[src/rtl/bit_serializer.sv]
// rtl/bit_serializer.sv - parallel-to-serial converter with start/last framing and idle gap
// Defining BIT_SERIALIZER_PARITY_EN appends an even-parity bit to every frame.
module bit_serializer #(
  parameter int WIDTH     = 8,
  parameter int MSB_FIRST = 1,
  parameter int GAP       = 0
) (
  input  logic             clk,
  input  logic             rst,
  input  logic [WIDTH-1:0] in_data,
  input  logic             in_valid,
  output logic             in_ready,
  output logic             start,
  output logic             din,
  output logic             last,
  output logic             busy
);

  localparam int            CW       = (WIDTH > 1) ? $clog2(WIDTH) : 1;
  localparam logic [CW-1:0] CNT_LAST = CW'(WIDTH - 1);
  localparam logic [3:0]    GAP_LAST = (GAP > 0) ? 4'(GAP - 1) : 4'd0;

`ifdef BIT_SERIALIZER_PARITY_EN
  typedef enum logic [1:0] {ST_IDLE, ST_SHIFT, ST_GAP, ST_PARITY} state_e;
`else
  typedef enum logic [1:0] {ST_IDLE, ST_SHIFT, ST_GAP} state_e;
`endif

  // Where a frame goes once its final bit has been emitted.
  localparam state_e ST_AFTER = (GAP > 0) ? ST_GAP : ST_IDLE;

  state_e           state_q, state_d;
  logic [CW-1:0]    cnt_q, cnt_d;
  logic [3:0]       gcnt_q, gcnt_d;
  logic [WIDTH-1:0] sh_q, sh_d;
  logic             din_q, din_d;
  logic             start_q, start_d;
  logic             last_q, last_d;
  logic             busy_q, busy_d;
`ifdef BIT_SERIALIZER_PARITY_EN
  logic             par_q, par_d;
`endif

  function automatic logic head_bit(input logic [WIDTH-1:0] w);
    return (MSB_FIRST != 0) ? w[WIDTH-1] : w[0];
  endfunction

  function automatic logic [WIDTH-1:0] advance(input logic [WIDTH-1:0] w);
    return (MSB_FIRST != 0) ? (w << 1) : (w >> 1);
  endfunction

  assign in_ready = (state_q == ST_IDLE);
  assign start    = start_q;
  assign din      = din_q;
  assign last     = last_q;
  assign busy     = busy_q;

  // Outputs are computed for the next cycle so they can all be registered.
  always_comb begin
    state_d = state_q;
    cnt_d   = cnt_q;
    gcnt_d  = gcnt_q;
    sh_d    = sh_q;
    din_d   = 1'b0;
    start_d = 1'b0;
    last_d  = 1'b0;
`ifdef BIT_SERIALIZER_PARITY_EN
    par_d   = par_q;
`endif
    case (state_q)
      ST_IDLE: begin
        if (in_valid) begin
          state_d = ST_SHIFT;
          cnt_d   = '0;
          sh_d    = advance(in_data);
          din_d   = head_bit(in_data);
          start_d = 1'b1;
`ifdef BIT_SERIALIZER_PARITY_EN
          par_d   = ^in_data;
`endif
        end
      end
      ST_SHIFT: begin
        if (cnt_q == CNT_LAST) begin
`ifdef BIT_SERIALIZER_PARITY_EN
          state_d = ST_PARITY;
          din_d   = par_q;
          last_d  = 1'b1;
`else
          state_d = ST_AFTER;
          gcnt_d  = '0;
`endif
        end else begin
          cnt_d = cnt_q + 1'b1;
          din_d = head_bit(sh_q);
          sh_d  = advance(sh_q);
`ifndef BIT_SERIALIZER_PARITY_EN
          last_d = (cnt_d == CNT_LAST);
`endif
        end
      end
`ifdef BIT_SERIALIZER_PARITY_EN
      ST_PARITY: begin
        state_d = ST_AFTER;
        gcnt_d  = '0;
      end
`endif
      ST_GAP: begin
        if (gcnt_q == GAP_LAST) begin
          state_d = ST_IDLE;
        end else begin
          gcnt_d = gcnt_q + 1'b1;
        end
      end
      default: state_d = ST_IDLE;
    endcase
    busy_d = (state_d != ST_IDLE);
  end

  always_ff @(posedge clk) begin
    if (rst) begin
      state_q <= ST_IDLE;
      cnt_q   <= '0;
      gcnt_q  <= '0;
      sh_q    <= '0;
      din_q   <= 1'b0;
      start_q <= 1'b0;
      last_q  <= 1'b0;
      busy_q  <= 1'b0;
`ifdef BIT_SERIALIZER_PARITY_EN
      par_q   <= 1'b0;
`endif
    end else begin
      state_q <= state_d;
      cnt_q   <= cnt_d;
      gcnt_q  <= gcnt_d;
      sh_q    <= sh_d;
      din_q   <= din_d;
      start_q <= start_d;
      last_q  <= last_d;
      busy_q  <= busy_d;
`ifdef BIT_SERIALIZER_PARITY_EN
      par_q   <= par_d;
`endif
    end
  end

endmodule

[config.mk]
export PLATFORM = sky130hd
export DESIGN_NAME = bit_serializer
export DESIGN_NICKNAME = d
export VERILOG_FILES = /design/src/rtl/bit_serializer.sv
export SDC_FILE = /design/constraint.sdc
export NUM_CORES = 1
export LEC_CHECK = 0
export CAP_MARGIN = 20
export CORE_ASPECT_RATIO = 1.4
export CORE_UTILIZATION = 41
export CTS_CLUSTER_SIZE = 20
export DETAILED_ROUTE_END_ITERATION = 16
export GPL_ROUTABILITY_DRIVEN = 0
export HOLD_SLACK_MARGIN = 0.03
export PLACE_DENSITY = 0.74
export RECOVER_POWER = 100
export SETUP_SLACK_MARGIN = 0.05
export SYNTH_ARGS = -nofsm -noshare
export SYNTH_HDL_FRONTEND = slang
export SYNTH_SLANG_ARGS = --single-unit
[constraint.sdc]
create_clock -name clk -period 1.9 [get_ports clk]
set_input_delay 0.38 -clock clk [delete_from_list [all_inputs] [get_ports clk]]
set_output_delay 0.38 -clock clk [all_outputs]
set_load 0.03 [all_outputs]
---- Word-level counts from Yosys, hierarchy flattened ----
Cells that the tools add are included.
operators by class
  magnitude comparators ................... 0
  divide/modulo/power cells ............... 0
  multiply operators ...................... 0
  equality and inequality tests ........... 8
  bitwise logic cells ..................... 2
  $add $sub $neg .......................... 2
  reductions and logical operators ........ 9
  mux-type cells .......................... 17
  shift operators ......................... 0
operators by type and width
  operator               count
  $mux W8                2
  $pmux W8 S2            1
  $mux W4                2
  $ne A2 B2 Y1 const B   4
  $pmux W4 S2            1
  $eq A3 B3 Y1 const B   2
  $mux W2                3
  $mux W3                2
  $pmux W2 S3            1
  $pmux W3 S2            1
  $reduce_and A3 Y1      2
  $reduce_bool A2 Y1     3
  $add A4 B1 Y4 const B  1
  $logic_not A4 Y1       1
  $add A3 B1 Y3 const B  1
  $mux W1                3
  $reduce_or A3 Y1       1
  $eq A2 B1 Y1 const B   1
  $eq A2 B2 Y1 const B   1
  $logic_not A2 Y1       1
  $not A1 Y1             2
  $pmux W1 S2            1
  $reduce_or A2 Y1       1
word-level totals
  output and inout bits ................... 5
  input bits .............................. 11
  bits in read-only memories .............. 0
  latch bits .............................. 0
  memories ................................ 0
  register bits ........................... 21
  bits in writable memories ............... 0
  logic and storage cells ................. 46

---- Longest topological paths before layout ----
  depth in word-level cells ............... 4
  mapped depth ............................ 5
  gate-level depth less buffers ........... 5

---- Least setup slack after synthesis ----
No wires, ideal clock.
  path kind ............................... flip-flop to flip-flop
  start ................................... register state_q[1]
  end ..................................... register sh_q[2]
  slack ................................... 299 ps
  buffers on the path ..................... 1
  data arrival time ....................... 1,483 ps
  required time ........................... 1,781 ps
  library setup time ...................... 119 ps
  cell stages (with the launch flop) ...... 5
  period minus slack after synthesis ...... 1,601 ps
  cell sequence ........................... dfxtp_1 -> buf_4 -> nor2_1 -> nand2_1 -> o221a_2
on the way
  cells in the longest elaborated chain, start to end .. 3
  elaborated cells between the ends (all ways) .. 7
  classes of those cells .................. 3 x eq/ne; 1 x mux; 3 x reduce/logical
ends and longest elaborated chain
  item                                                                 RTL line  source
  start: declaration                                                   32        state_e state_q, state_d;
  start signal: assignment                                             134       state_q <= state_d;
  $logic_not A2 Y1 (*)                                                 n/a
  via in_ready                                                         12        output logic in_ready,
  $ne A2 B2 Y1 (no line) / $reduce_bool A2 Y1 (equally long branches)  n/a
  $reduce_and A3 Y1 (no line)                                          n/a
  end signal: assignment                                               125       sh_q <= '0;
  end signal: assignment                                               137       sh_q <= sh_d;
  end: declaration                                                     35        logic [WIDTH-1:0] sh_q, sh_d;
The timed path passes the listed nets; every way through them passes the cells marked *.
A chain may end at the register's enable or synchronous reset.

---- Worst setup path after layout ----
  start ................................... register busy_q, in the netlist busy
  end ..................................... output busy
RTL lines
  item                      RTL line  source
  start: declaration        39        logic busy_q, busy_d;
  start signal: assignment  141       busy_q <= busy_d;
  end: declaration          16        output logic busy
No word-level cell between the ends.

==> impl_metrics.env <==
export IMPL_outcome="finished with violations"
export IMPL_failed_checks="DRC"
export IMPL_viasPerCell=5.781
export IMPL_worstRegToRegCells=4
export IMPL_period_share_pct=90.31
export IMPL_fin_ws_ps=184.0
export IMPL_antenna_found_initial=0
export IMPL_die_area_um2=2598
export IMPL_routedWlPerCell_um=13.51
export IMPL_drtIter0Drc=29
export IMPL_area_growth_pct=20.51
export IMPL_worst_path_largest_cell_delay_ps=730
export IMPL_fmax_ghz=0.5828
export IMPL_maxSlewViolCount=0
export IMPL_netlist_area_leader_share_pct=40.76
export IMPL_num_antenna_cells=0
export IMPL_rsz0062_at_grt="no"
export IMPL_setup_viol_count_final=0
export IMPL_path_max_fanout=1
export IMPL_place_port_buffers=15
export IMPL_postCtsSetupBuffers=0
export IMPL_grt_first_pass_wirelength_mm=3.263
export IMPL_cts_resized=1
export IMPL_start_util_pct=44.10
export IMPL_mostFrequentLayoutCells="20 x dfxtp_1, 10 x inv_1, 10 x a31oi_1"
export IMPL_cts_tree="yes"
export IMPL_hold_viol=0
export IMPL_postRouteAntennaNets=0
export IMPL_syn_area_um2=982.2
export IMPL_ioPinCount=16
export IMPL_final_common_cell="dfxtp_1"
export IMPL_seq_area_frac_synth_pct=40.76
export IMPL_rows=20
export IMPL_design_core_area_um2=2227
export IMPL_synthTopCellsByArea="dfxtp_1 41%, ha_1 7.6%, o221a_2 6.9%"
export IMPL_holdBufCountCts=0
export IMPL_slew_headroom_pct=66.96
export IMPL_dpl_hpwl_mm=1.380
export IMPL_crit_cells=1
export IMPL_place_inst=143
export IMPL_crit_path_end_kind="output port"
export IMPL_first_pass_iters=10
export IMPL_cellPowerDensity_nw_per_um2=651.7
export IMPL_leakage_nw=0.4786
export IMPL_placed_cell_area_um2=1167
export IMPL_overflow=0
export IMPL_min_period_ps=1716
export IMPL_clock_skew_ps=3.849
export IMPL_synth_warnings=0
export IMPL_worst_path_buf_inv=1
export IMPL_peakVddDrop_mv=0.2958
export IMPL_path_class="flip-flop to output port"
export IMPL_crit_family="buffers and inverters"
export IMPL_cts_max_level=1
export IMPL_cts_buffers=3
export IMPL_drv_cap=0
export IMPL_cp_cell_sequence="dlygate4sd3_1"
export IMPL_ys_flop_type="dfxtp_1"
export IMPL_drive_above_1_share_pct=13.71
export IMPL_setup_tns_ps=0
export IMPL_synthCells=107
export IMPL_startpoint_type="flip-flop"
export IMPL_first_global_vias=806
export IMPL_critPathArrivalTime_ps=1340
export IMPL_ys_types=31
export IMPL_wl_mm=1.973
export IMPL_die_y_um=59.91
export IMPL_grt_util_all_layers_pct=16.43
export IMPL_final_area_um2=1184
export IMPL_place_ws_ps=107.3
export IMPL_holdPathStages=2
export IMPL_synth_enable_flop_cells=0
export IMPL_worst_pin_slew_ps=495.6
export IMPL_yosysTopAreaCell="dfxtp_1"
export IMPL_cts_root_buffer_cell="clkbuf_4"
export IMPL_clock_latency_ps=290
export IMPL_clock_path_buffers=2
export IMPL_hold_path_class="flip-flop to flip-flop"
export IMPL_critPathRequiredTime_ps=1520
export IMPL_syn_nets=124
export IMPL_route_detailed_drc=4
export IMPL_vias=844
export IMPL_synthArstFlopShare_pct=0
export IMPL_avgSynthCellArea_um2=9.179
export IMPL_chipWidth_um=43.37
export IMPL_cpMaxStageDelayCell="dlygate4sd3_1"
export IMPL_fin_cells=146
export IMPL_fin_nets=143
export IMPL_ys_seq_elements=20
export IMPL_clk_pin_slew_ps=100
export IMPL_cts_sinks=20
export IMPL_grt_max_degree=29
export IMPL_fin_util_pct=53.15
cells in the mapped netlist (2+ instances only):
| cell type | instances |
|---|---|
| dfxtp_1 | 20 |
| clkbuf_1 | 4 |
| nand2b_1 | 3 |
| nand3_1 | 6 |
| inv_1 | 10 |
| nand3b_1 | 4 |
| buf_4 | 2 |
| ha_1 | 6 |
| o221a_2 | 6 |
| nand2_1 | 8 |
| a21oi_1 | 2 |
| a211oi_1 | 2 |
| nor3b_1 | 2 |
| nor2_1 | 3 |
| a31oi_1 | 10 |
| nor2b_1 | 2 |
| o21bai_1 | 2 |
| o21ai_0 | 2 |
area by class of cell:
class | instances | area (µm²)
multi-input combinational | 71 | 511.7
inverter | 10 | 37.54
clock buffer | 3 | 22.52
tap | 22 | 27.53
timing repair buffer | 20 | 183.9
sequential | 20 | 400.4
fill | 206 | 1044
cells by family after synthesis:
| logic type | Yosys count | synth area share (%) |
|---|---|---|
| muxes | 1 | 1.019 |
| DFF | 20 | 40.76 |
| adders and majority gates | 6 | 7.643 |
| and+or+nand+nor | 34 | 20.00 |
| AOI/OAI and AO/OA | 30 | 23.69 |
| buffers and inverters | 16 | 6.878 |
worst register-to-register path: cells and delay by family, from the launching register on:
family | cells | cell delay [ps]
AO/OA/AOI/OAI | 3 | 860
buffers and inverters | 1 | 420
flip-flops | 1 | 340
worst paths after layout:
path	start	to	slack (ps)
worst max-delay path	busy$_SDFF_PP0_	busy	180
worst min register to register	sh_q[1]$_SDFFE_PP0P_	sh_q[1]$_SDFFE_PP0P_	490
worst min-delay path	sh_q[1]$_SDFFE_PP0P_	sh_q[1]$_SDFFE_PP0P_	490
worst max register to register	state_q[0]$_SDFF_PP0_	sh_q[2]$_SDFFE_PP0P_	240
per-stage QoR:
| stage | hold slack [ps] | total power (W) |
|---|---|---|
| floorplan | 444.5 | 0.0005396 |
| CTS | 489.7 | 0.0007840 |
| finish | 489.9 | 0.0007714 |
| global route | 526.1 | 0.0008117 |
| detailed placement | 473.0 | 0.0005932 |
| global placement | 463.1 | 0.0005910 |
report_power, final:
| part | switching (W) | internal, W | total (W) | leakage [nW] |
|---|---|---|---|---|
| combinational | 0.0000650 | 0.0000620 | 0.000127 | 0.301 |
| sequential | 0.0000113 | 0.000442 | 0.000453 | 0.164 |
| clock | 0.000118 | 0.0000736 | 0.000192 | 0.0138 |
| total | 0.000194 | 0.000577 | 0.000771 | 0.479 |
state kept, by name (all words and copies together) (netlist names):
name	flops
busy	1
gcnt_q	4
last	1
cnt_q	3
start	1
sh_q	7
din	1
state_q	2
routing by layer:
| layer | part of all wire [%] | up-vias | track usage, % |
|---|---|---|---|
| met5 | 0 | - | 0 |
| met4 | 1.8 | 0 | 8.929 |
| met3 | 2.4 | 4 | 3.323 |
| met2 | 47 | 12 | 28.14 |
| met1 | 48 | 399 | 18.92 |
| li1 | - | 429 | - |
No activity file was read; power rests on OpenSTA's default activity.
